**config.mk**
```make
export PLATFORM = sky130hd
export DESIGN_NAME = comp_stream_flat
export DESIGN_NICKNAME = d
export VERILOG_FILES = /design/src/rtl/comp_stream_if.sv /design/src/rtl/comp_stream.sv /design/src/flat_wrapper.sv
export SDC_FILE = /design/constraint.sdc
export NUM_CORES = 1
export LEC_CHECK = 0
export ABC_AREA = 1
export CORE_MARGIN = 3
export CORE_UTILIZATION = 57
export CTS_CLUSTER_SIZE = 12
export DETAILED_ROUTE_END_ITERATION = 8
export PLACE_DENSITY = 0.95
export SYNTH_ARGS = -nofsm -noshare
export SYNTH_HDL_FRONTEND = slang
export SYNTH_SLANG_ARGS = --single-unit
```
**constraint.sdc**
```tcl
create_clock -name Clk -period 7.9 [get_ports Clk]
set_clock_uncertainty 0.1 [all_clocks]
set_input_delay 1.58 -clock Clk [delete_from_list [all_inputs] [get_ports Clk]]
set_output_delay 1.58 -clock Clk [all_outputs]
set_load 0.005 [all_outputs]
```
**src/rtl/comp_stream_if.sv**
```systemverilog
// comp_stream_if: bundles the operand handshake, result handshake, statistics
// clear and statistics outputs of comp_stream.
//   master : producer/consumer side (drives operands, clear, out_ready)
//   slave  : comparator side (drives in_ready, result flags, statistics)
interface comp_stream_if #(
    parameter int unsigned DATAWIDTH = 8,
    parameter int unsigned CNTWIDTH  = 16
);
    logic                 in_valid;
    logic                 in_ready;
    logic [DATAWIDTH-1:0] a;
    logic [DATAWIDTH-1:0] b;
    logic                 sgn;
    logic                 clear;
    logic                 out_valid;
    logic                 out_ready;
    logic                 gt;
    logic                 lt;
    logic                 eq;
    logic [DATAWIDTH-1:0] run_max;
    logic [DATAWIDTH-1:0] run_min;
    logic                 stats_valid;
    logic [CNTWIDTH-1:0]  gt_cnt;
    logic [CNTWIDTH-1:0]  lt_cnt;
    logic [CNTWIDTH-1:0]  eq_cnt;

    modport master (
        output in_valid, a, b, sgn, clear, out_ready,
        input  in_ready, out_valid, gt, lt, eq, run_max, run_min, stats_valid,
               gt_cnt, lt_cnt, eq_cnt
    );

    modport slave (
        input  in_valid, a, b, sgn, clear, out_ready,
        output in_ready, out_valid, gt, lt, eq, run_max, run_min, stats_valid,
               gt_cnt, lt_cnt, eq_cnt
    );
endinterface

```
**src/rtl/comp_stream.sv**
```systemverilog
// comp_stream: pipelined magnitude comparator with valid/ready flow control,
// per-pair signed/unsigned mode and running statistics (saturating outcome
// counters, running min/max).
//   Clk  : rising-edge clock
//   Rst  : synchronous active-high reset
//   bus  : comp_stream_if slave port (operands, result flags, statistics)
// All outputs are registered except bus.in_ready.
module comp_stream #(
    parameter int unsigned DATAWIDTH = 8,
    parameter int unsigned CNTWIDTH  = 16
) (
    input logic          Clk,
    input logic          Rst,
    comp_stream_if.slave bus
);
    localparam logic [DATAWIDTH-1:0] MsbMask = {1'b1, {(DATAWIDTH-1){1'b0}}};
    localparam logic [CNTWIDTH-1:0]  CntMax  = '1;

    // Flipping the MSB maps two's complement order onto unsigned order.
    function automatic logic less(logic [DATAWIDTH-1:0] x, logic [DATAWIDTH-1:0] y,
                                  logic s);
        logic [DATAWIDTH-1:0] flip;
        flip = s ? MsbMask : '0;
        return (x ^ flip) < (y ^ flip);
    endfunction

    function automatic logic [CNTWIDTH-1:0] sat_inc(logic [CNTWIDTH-1:0] c);
        return (c == CntMax) ? c : c + CNTWIDTH'(1);
    endfunction

    logic                 out_valid_q, out_valid_d;
    logic                 gt_q, gt_d, lt_q, lt_d, eq_q, eq_d;
    logic [DATAWIDTH-1:0] max_q, max_d, min_q, min_d;
    logic                 stats_valid_q, stats_valid_d;
    logic [CNTWIDTH-1:0]  gt_cnt_q, gt_cnt_d, lt_cnt_q, lt_cnt_d, eq_cnt_q, eq_cnt_d;

    logic                 in_ready, accept;
    logic                 a_lt_b, b_lt_a, a_eq_b;
    logic [DATAWIDTH-1:0] hi, lo;
    logic                 base_valid;

    assign in_ready = !out_valid_q || bus.out_ready;
    assign accept   = bus.in_valid && in_ready;

    always_comb begin
        a_lt_b = less(bus.a, bus.b, bus.sgn);
        b_lt_a = less(bus.b, bus.a, bus.sgn);
        a_eq_b = (bus.a == bus.b);
        hi     = b_lt_a ? bus.a : bus.b;
        lo     = a_lt_b ? bus.a : bus.b;

        // clear is applied before a same-cycle accept.
        base_valid    = stats_valid_q && !bus.clear;
        max_d         = bus.clear ? '0 : max_q;
        min_d         = bus.clear ? '0 : min_q;
        stats_valid_d = base_valid;
        gt_cnt_d      = bus.clear ? '0 : gt_cnt_q;
        lt_cnt_d      = bus.clear ? '0 : lt_cnt_q;
        eq_cnt_d      = bus.clear ? '0 : eq_cnt_q;

        out_valid_d = out_valid_q;
        gt_d        = gt_q;
        lt_d        = lt_q;
        eq_d        = eq_q;

        if (accept) begin
            out_valid_d   = 1'b1;
            gt_d          = b_lt_a;
            lt_d          = a_lt_b;
            eq_d          = a_eq_b;
            stats_valid_d = 1'b1;
            if (!base_valid) begin
                max_d = hi;
                min_d = lo;
            end else begin
                // Stored extremes are reinterpreted under this pair's sgn.
                if (less(max_d, hi, bus.sgn)) max_d = hi;
                if (less(lo, min_d, bus.sgn)) min_d = lo;
            end
            if (b_lt_a) gt_cnt_d = sat_inc(gt_cnt_d);
            if (a_lt_b) lt_cnt_d = sat_inc(lt_cnt_d);
            if (a_eq_b) eq_cnt_d = sat_inc(eq_cnt_d);
        end else if (out_valid_q && bus.out_ready) begin
            out_valid_d = 1'b0;
            gt_d        = 1'b0;
            lt_d        = 1'b0;
            eq_d        = 1'b0;
        end
    end

    always_ff @(posedge Clk) begin
        if (Rst) begin
            out_valid_q   <= 1'b0;
            gt_q          <= 1'b0;
            lt_q          <= 1'b0;
            eq_q          <= 1'b0;
            max_q         <= '0;
            min_q         <= '0;
            stats_valid_q <= 1'b0;
            gt_cnt_q      <= '0;
            lt_cnt_q      <= '0;
            eq_cnt_q      <= '0;
        end else begin
            out_valid_q   <= out_valid_d;
            gt_q          <= gt_d;
            lt_q          <= lt_d;
            eq_q          <= eq_d;
            max_q         <= max_d;
            min_q         <= min_d;
            stats_valid_q <= stats_valid_d;
            gt_cnt_q      <= gt_cnt_d;
            lt_cnt_q      <= lt_cnt_d;
            eq_cnt_q      <= eq_cnt_d;
        end
    end

    assign bus.in_ready    = in_ready;
    assign bus.out_valid   = out_valid_q;
    assign bus.gt          = gt_q;
    assign bus.lt          = lt_q;
    assign bus.eq          = eq_q;
    assign bus.run_max     = max_q;
    assign bus.run_min     = min_q;
    assign bus.stats_valid = stats_valid_q;
    assign bus.gt_cnt      = gt_cnt_q;
    assign bus.lt_cnt      = lt_cnt_q;
    assign bus.eq_cnt      = eq_cnt_q;
endmodule

```
**src/flat_wrapper.sv**
```systemverilog
// flat-port wrapper written by rule: the top's interface ports become plain ports
module comp_stream_flat 
#(
    parameter int unsigned DATAWIDTH = 8,
    parameter int unsigned CNTWIDTH  = 16
)
  (Clk, Rst, bus_in_valid, bus_a, bus_b, bus_sgn, bus_clear, bus_out_ready, bus_in_ready, bus_out_valid, bus_gt, bus_lt, bus_eq, bus_run_max, bus_run_min, bus_stats_valid, bus_gt_cnt, bus_lt_cnt, bus_eq_cnt);
  comp_stream_if #(.DATAWIDTH(DATAWIDTH), .CNTWIDTH(CNTWIDTH)) bus_i ();
  input logic Clk;
  input logic Rst;
  input wire logic [$bits(bus_i.in_valid)-1:0] bus_in_valid;
  input wire logic [$bits(bus_i.a)-1:0] bus_a;
  input wire logic [$bits(bus_i.b)-1:0] bus_b;
  input wire logic [$bits(bus_i.sgn)-1:0] bus_sgn;
  input wire logic [$bits(bus_i.clear)-1:0] bus_clear;
  input wire logic [$bits(bus_i.out_ready)-1:0] bus_out_ready;
  output wire logic [$bits(bus_i.in_ready)-1:0] bus_in_ready;
  output wire logic [$bits(bus_i.out_valid)-1:0] bus_out_valid;
  output wire logic [$bits(bus_i.gt)-1:0] bus_gt;
  output wire logic [$bits(bus_i.lt)-1:0] bus_lt;
  output wire logic [$bits(bus_i.eq)-1:0] bus_eq;
  output wire logic [$bits(bus_i.run_max)-1:0] bus_run_max;
  output wire logic [$bits(bus_i.run_min)-1:0] bus_run_min;
  output wire logic [$bits(bus_i.stats_valid)-1:0] bus_stats_valid;
  output wire logic [$bits(bus_i.gt_cnt)-1:0] bus_gt_cnt;
  output wire logic [$bits(bus_i.lt_cnt)-1:0] bus_lt_cnt;
  output wire logic [$bits(bus_i.eq_cnt)-1:0] bus_eq_cnt;
  assign bus_i.in_valid = bus_in_valid;
  assign bus_i.a = bus_a;
  assign bus_i.b = bus_b;
  assign bus_i.sgn = bus_sgn;
  assign bus_i.clear = bus_clear;
  assign bus_i.out_ready = bus_out_ready;
  assign bus_in_ready = bus_i.in_ready;
  assign bus_out_valid = bus_i.out_valid;
  assign bus_gt = bus_i.gt;
  assign bus_lt = bus_i.lt;
  assign bus_eq = bus_i.eq;
  assign bus_run_max = bus_i.run_max;
  assign bus_run_min = bus_i.run_min;
  assign bus_stats_valid = bus_i.stats_valid;
  assign bus_gt_cnt = bus_i.gt_cnt;
  assign bus_lt_cnt = bus_i.lt_cnt;
  assign bus_eq_cnt = bus_i.eq_cnt;
  comp_stream #(.DATAWIDTH(DATAWIDTH), .CNTWIDTH(CNTWIDTH)) u_core (.Clk(Clk), .Rst(Rst), .bus(bus_i));
endmodule
```
==> impl_results.md <==
- Crit-path max FO: 12
- Period utilization: 61.9%
- Routed wire length: 12.6 mm
- GRT Total Usage: between 20 and 30%
- Final Util: 73.8%
- Reg area: between 1000 and 1500 um^2
- First-pass GRT wire length: 21.1 mm
- Routed wire length per instance: 14.1 um
- Setup CP Type: primary input to register
- Drt via density: between 5 and 6
- Area of the mapped netlist: between 4000 and 5000 um^2
- CP Launch Point: bus_b[3]
- Critical path data arrival time: about 5 ns
- Detailed Route Iter0 Violations: 409
- Tightest Pin Transition: 1.13 ns
- Fin crit period: 4.89 ns
- Clk Latency, worst-skew pair: 0.35 ns
- Sw Pwr: 0.000249 W
- Site row count: 32
- Synth-to-Final Area Change: 24.5%
- Setup repair after global routing missed its margin: false
- Power density cells: about 150 nW/um^2
- DR pass1 iterations: 5
- Max Cap Viol: 0
- Outcome: completed
- Mean Syn Cell Area: 6.56 um^2
- DRC errors left: 0
- DR vias: 4904
- Maximum clock path buffer count: 2
- Clk network pwr share: 36.4%
- CTS tree: yes
- Warnings from Yosys: 0
- Slew headroom: 24.2%
- FF+latch count, synth: 69
- EDFF count, synth: 0
- CTS resizes: 0
- Final Instance Area: about 5700 um^2
- Synth cell types: 46
- Die H: ~96 um
- Antenna viol nets, final: 0
- WP data required: between 8 and 9 ns
- Hold_sp: u_core.bus.gt
- # hold bufs at CTS: 0
- Placed Area: roughly 5500 um^2
- Final setup fails: 0
- Initial antenna violation count: 0
- Seq/Total Area, Yosys: 30.0%
- Port Buf Inserts: 91
- Sw Ratio: 29.4%
- CTS buffer count: 9
- Internal power: 0.000598 W
- Num Clock Sinks: 69
- DP HPWL: 9.25 mm
- Fin nets: 830
- IO Count: 92
- Fin Setup TNS: 0 ns
- Core Region: 7770 um^2
- Post-CTS Setup Repair Bufs: 0
- Hold Path Class: register to register
- Share of layout cells above drive strength 1: 7.49%
- Final hold violations: 0
- F_max: 0.204 GHz
- Largest net degree at the start of global routing: 40
- Post-Syn Instances: 702
- Ys flop type: dfxtp_1
- Clock transition at the registers of the reported paths: 0.07 ns
- Fill count: 588
- # H-tree levels: 3
- Grt total ovfl: 0
- Origin of the critical flop-to-flop path: u_core.bus.out_valid
- Seq pwr share: 43.1%
- Vias in the first global route: 4803
- ANT cells: 0
- Maximum VDD drop: 0.0000825 V
- Initial Util: 59.2%
- Die area: 9190 um^2
- Syn_nets: 748
- Multi-input gate area: 2680 um^2
- Root Buffer: clkbuf_8
- Synth async-reset ratio: 0%
- Critical Path End Type: register
- CP Launch Type: primary input
- Final slew viol count: 0
- Die width: 95.9 um
- Gate power share: 20.5%
- Leakage: 2.27 nW
- Gpl congestion: 0.931
## worst paths after layout
check                               end  slack, ns  depth (start not counted)
setup / recovery  u_core.bus.run_min[4]       3.01                         21
hold / removal            u_core.bus.gt       0.38                          2
setup reg to reg  u_core.bus.run_max[2]       5.29                          5
hold reg to reg           u_core.bus.gt       0.38                          2
## layout make-up
cell class,instances,share of cell area (%)
clock buffers,12,2.88
clock inverters,3,0.764
inverters,107,7.14
multi-input cells,504,46.7
flip-flops and latches,69,24.1
well taps,102,2.23
repair buffers,93,16.2
## Yosys cell counts, drive strengths merged, types with 2 or more instances
cell type	n	area, um^2
a21boi	6	45.0
nor2	122	534
inv	103	394
o21ai	42	221
clkbuf	9	33.8
nor4	9	62.6
nand4	14	93.8
a21oi	52	264
nand3	38	228
nor3	22	115
a211oi	2	15.0
dfxtp	69	1380
a31oi	2	12.5
nand3b	2	15.0
buf	13	100
ha	24	300
clkinv	4	15.0
xnor2	2	17.5
nand2	153	638
xor2	9	78.8
## sequential cells by signal (all words and copies together) (netlist names)
signal,count
u_core.bus.gt,1
u_core.bus.run_min,8
u_core.bus.stats_valid,1
u_core.bus.lt,1
u_core.bus.out_valid,1
u_core.bus.lt_cnt,16
u_core.bus.eq,1
u_core.bus.gt_cnt,16
u_core.bus.eq_cnt,16
u_core.bus.run_max,8
## cells in the final DEF (no fill, tap or decap), types with 4 or more instances in the layout
| master | instances |
|---|---|
| a21boi_0 | 6 |
| a21oi_1 | 51 |
| clkbuf_8 | 12 |
| clkdlybuf4s50_1 | 91 |
| clkinv_1 | 4 |
| dfxtp_1 | 69 |
| ha_1 | 24 |
| inv_1 | 99 |
| nand2_1 | 139 |
| nand2_2 | 10 |
| nand3_1 | 32 |
| nand3_2 | 5 |
| nand4_1 | 13 |
| nor2_1 | 109 |
| nor2_2 | 6 |
| nor2_4 | 6 |
| nor3_1 | 21 |
| nor4_1 | 8 |
| o21ai_0 | 38 |
| xor2_1 | 9 |
## per-stage QoR
| step | power (W) | setup WS, ns | std cells | hold WS (ns) |
|---|---|---|---|---|
| floorplan | 0.000486 | 3.57 | 702 | 0.362 |
| global placement | 0.000535 | 2.90 | 875 | 0.362 |
| detailed placement | 0.000542 | 2.75 | 875 | 0.368 |
| CTS | 0.000843 | 3.07 | 890 | 0.379 |
| global route | 0.000883 | 2.64 | 890 | 0.409 |
| finish | 0.000847 | 3.01 | 890 | 0.378 |
## cells by family after synthesis
| group | share of synthesized area (%) |
|---|---|
| AO/OA/AOI/OAI | 12.6 |
| XOR/XNOR | 2.09 |
| adder cells (fa/ha/maj) | 6.53 |
| buffers and inverters | 11.8 |
| flip-flops | 30.0 |
| AND/OR/NAND/NOR | 36.9 |
## worst max-delay path, cell delays in order
cell and delay (ns):
clkdlybuf4s50_1 0.45, inv_1 0.07, ha_1 0.30, nand2_1 0.09, inv_1 0.07, nand2_1 0.05
nand2_1 0.05, nand2_1 0.06, nand2_2 0.29, clkinv_1 0.32, o21ai_0 0.35, ha_1 0.30
a21oi_1 0.18, nand2_1 0.08, nand2_1 0.05, nand2_1 0.11, nand2_1 0.30, nand2_1 0.12
nand3_1 0.11, nand2_1 0.08, inv_1 0.05
## power groups by stage
stage | clock network (W) | registers (W) | logic (W)
4_1_cts | 0.000307 | 0.000365 | 0.000171
5_1_grt | 0.000322 | 0.000366 | 0.000195
3_3_place_gp | 0 | 0.000373 | 0.000162
2_1_floorplan | 0 | 0.000372 | 0.000113
6_report | 0.000308 | 0.000365 | 0.000174
3_5_place_dp | 0 | 0.000373 | 0.000170
## routing by layer
| layer | routed length (um) | global-route usage (%) | up-vias |
|---|---|---|---|
| met1 | 5200 | 35.1 | 2239 |
| li1 | - | - | 2416 |
| met2 | 6130 | 49.3 | 221 |
| met4 | 238 | 9.12 | 0 |
| met5 | 0 | 0 | - |
| met3 | 1000 | 5.79 | 28 |
Note: power is estimated with default switching activity, not from simulation.
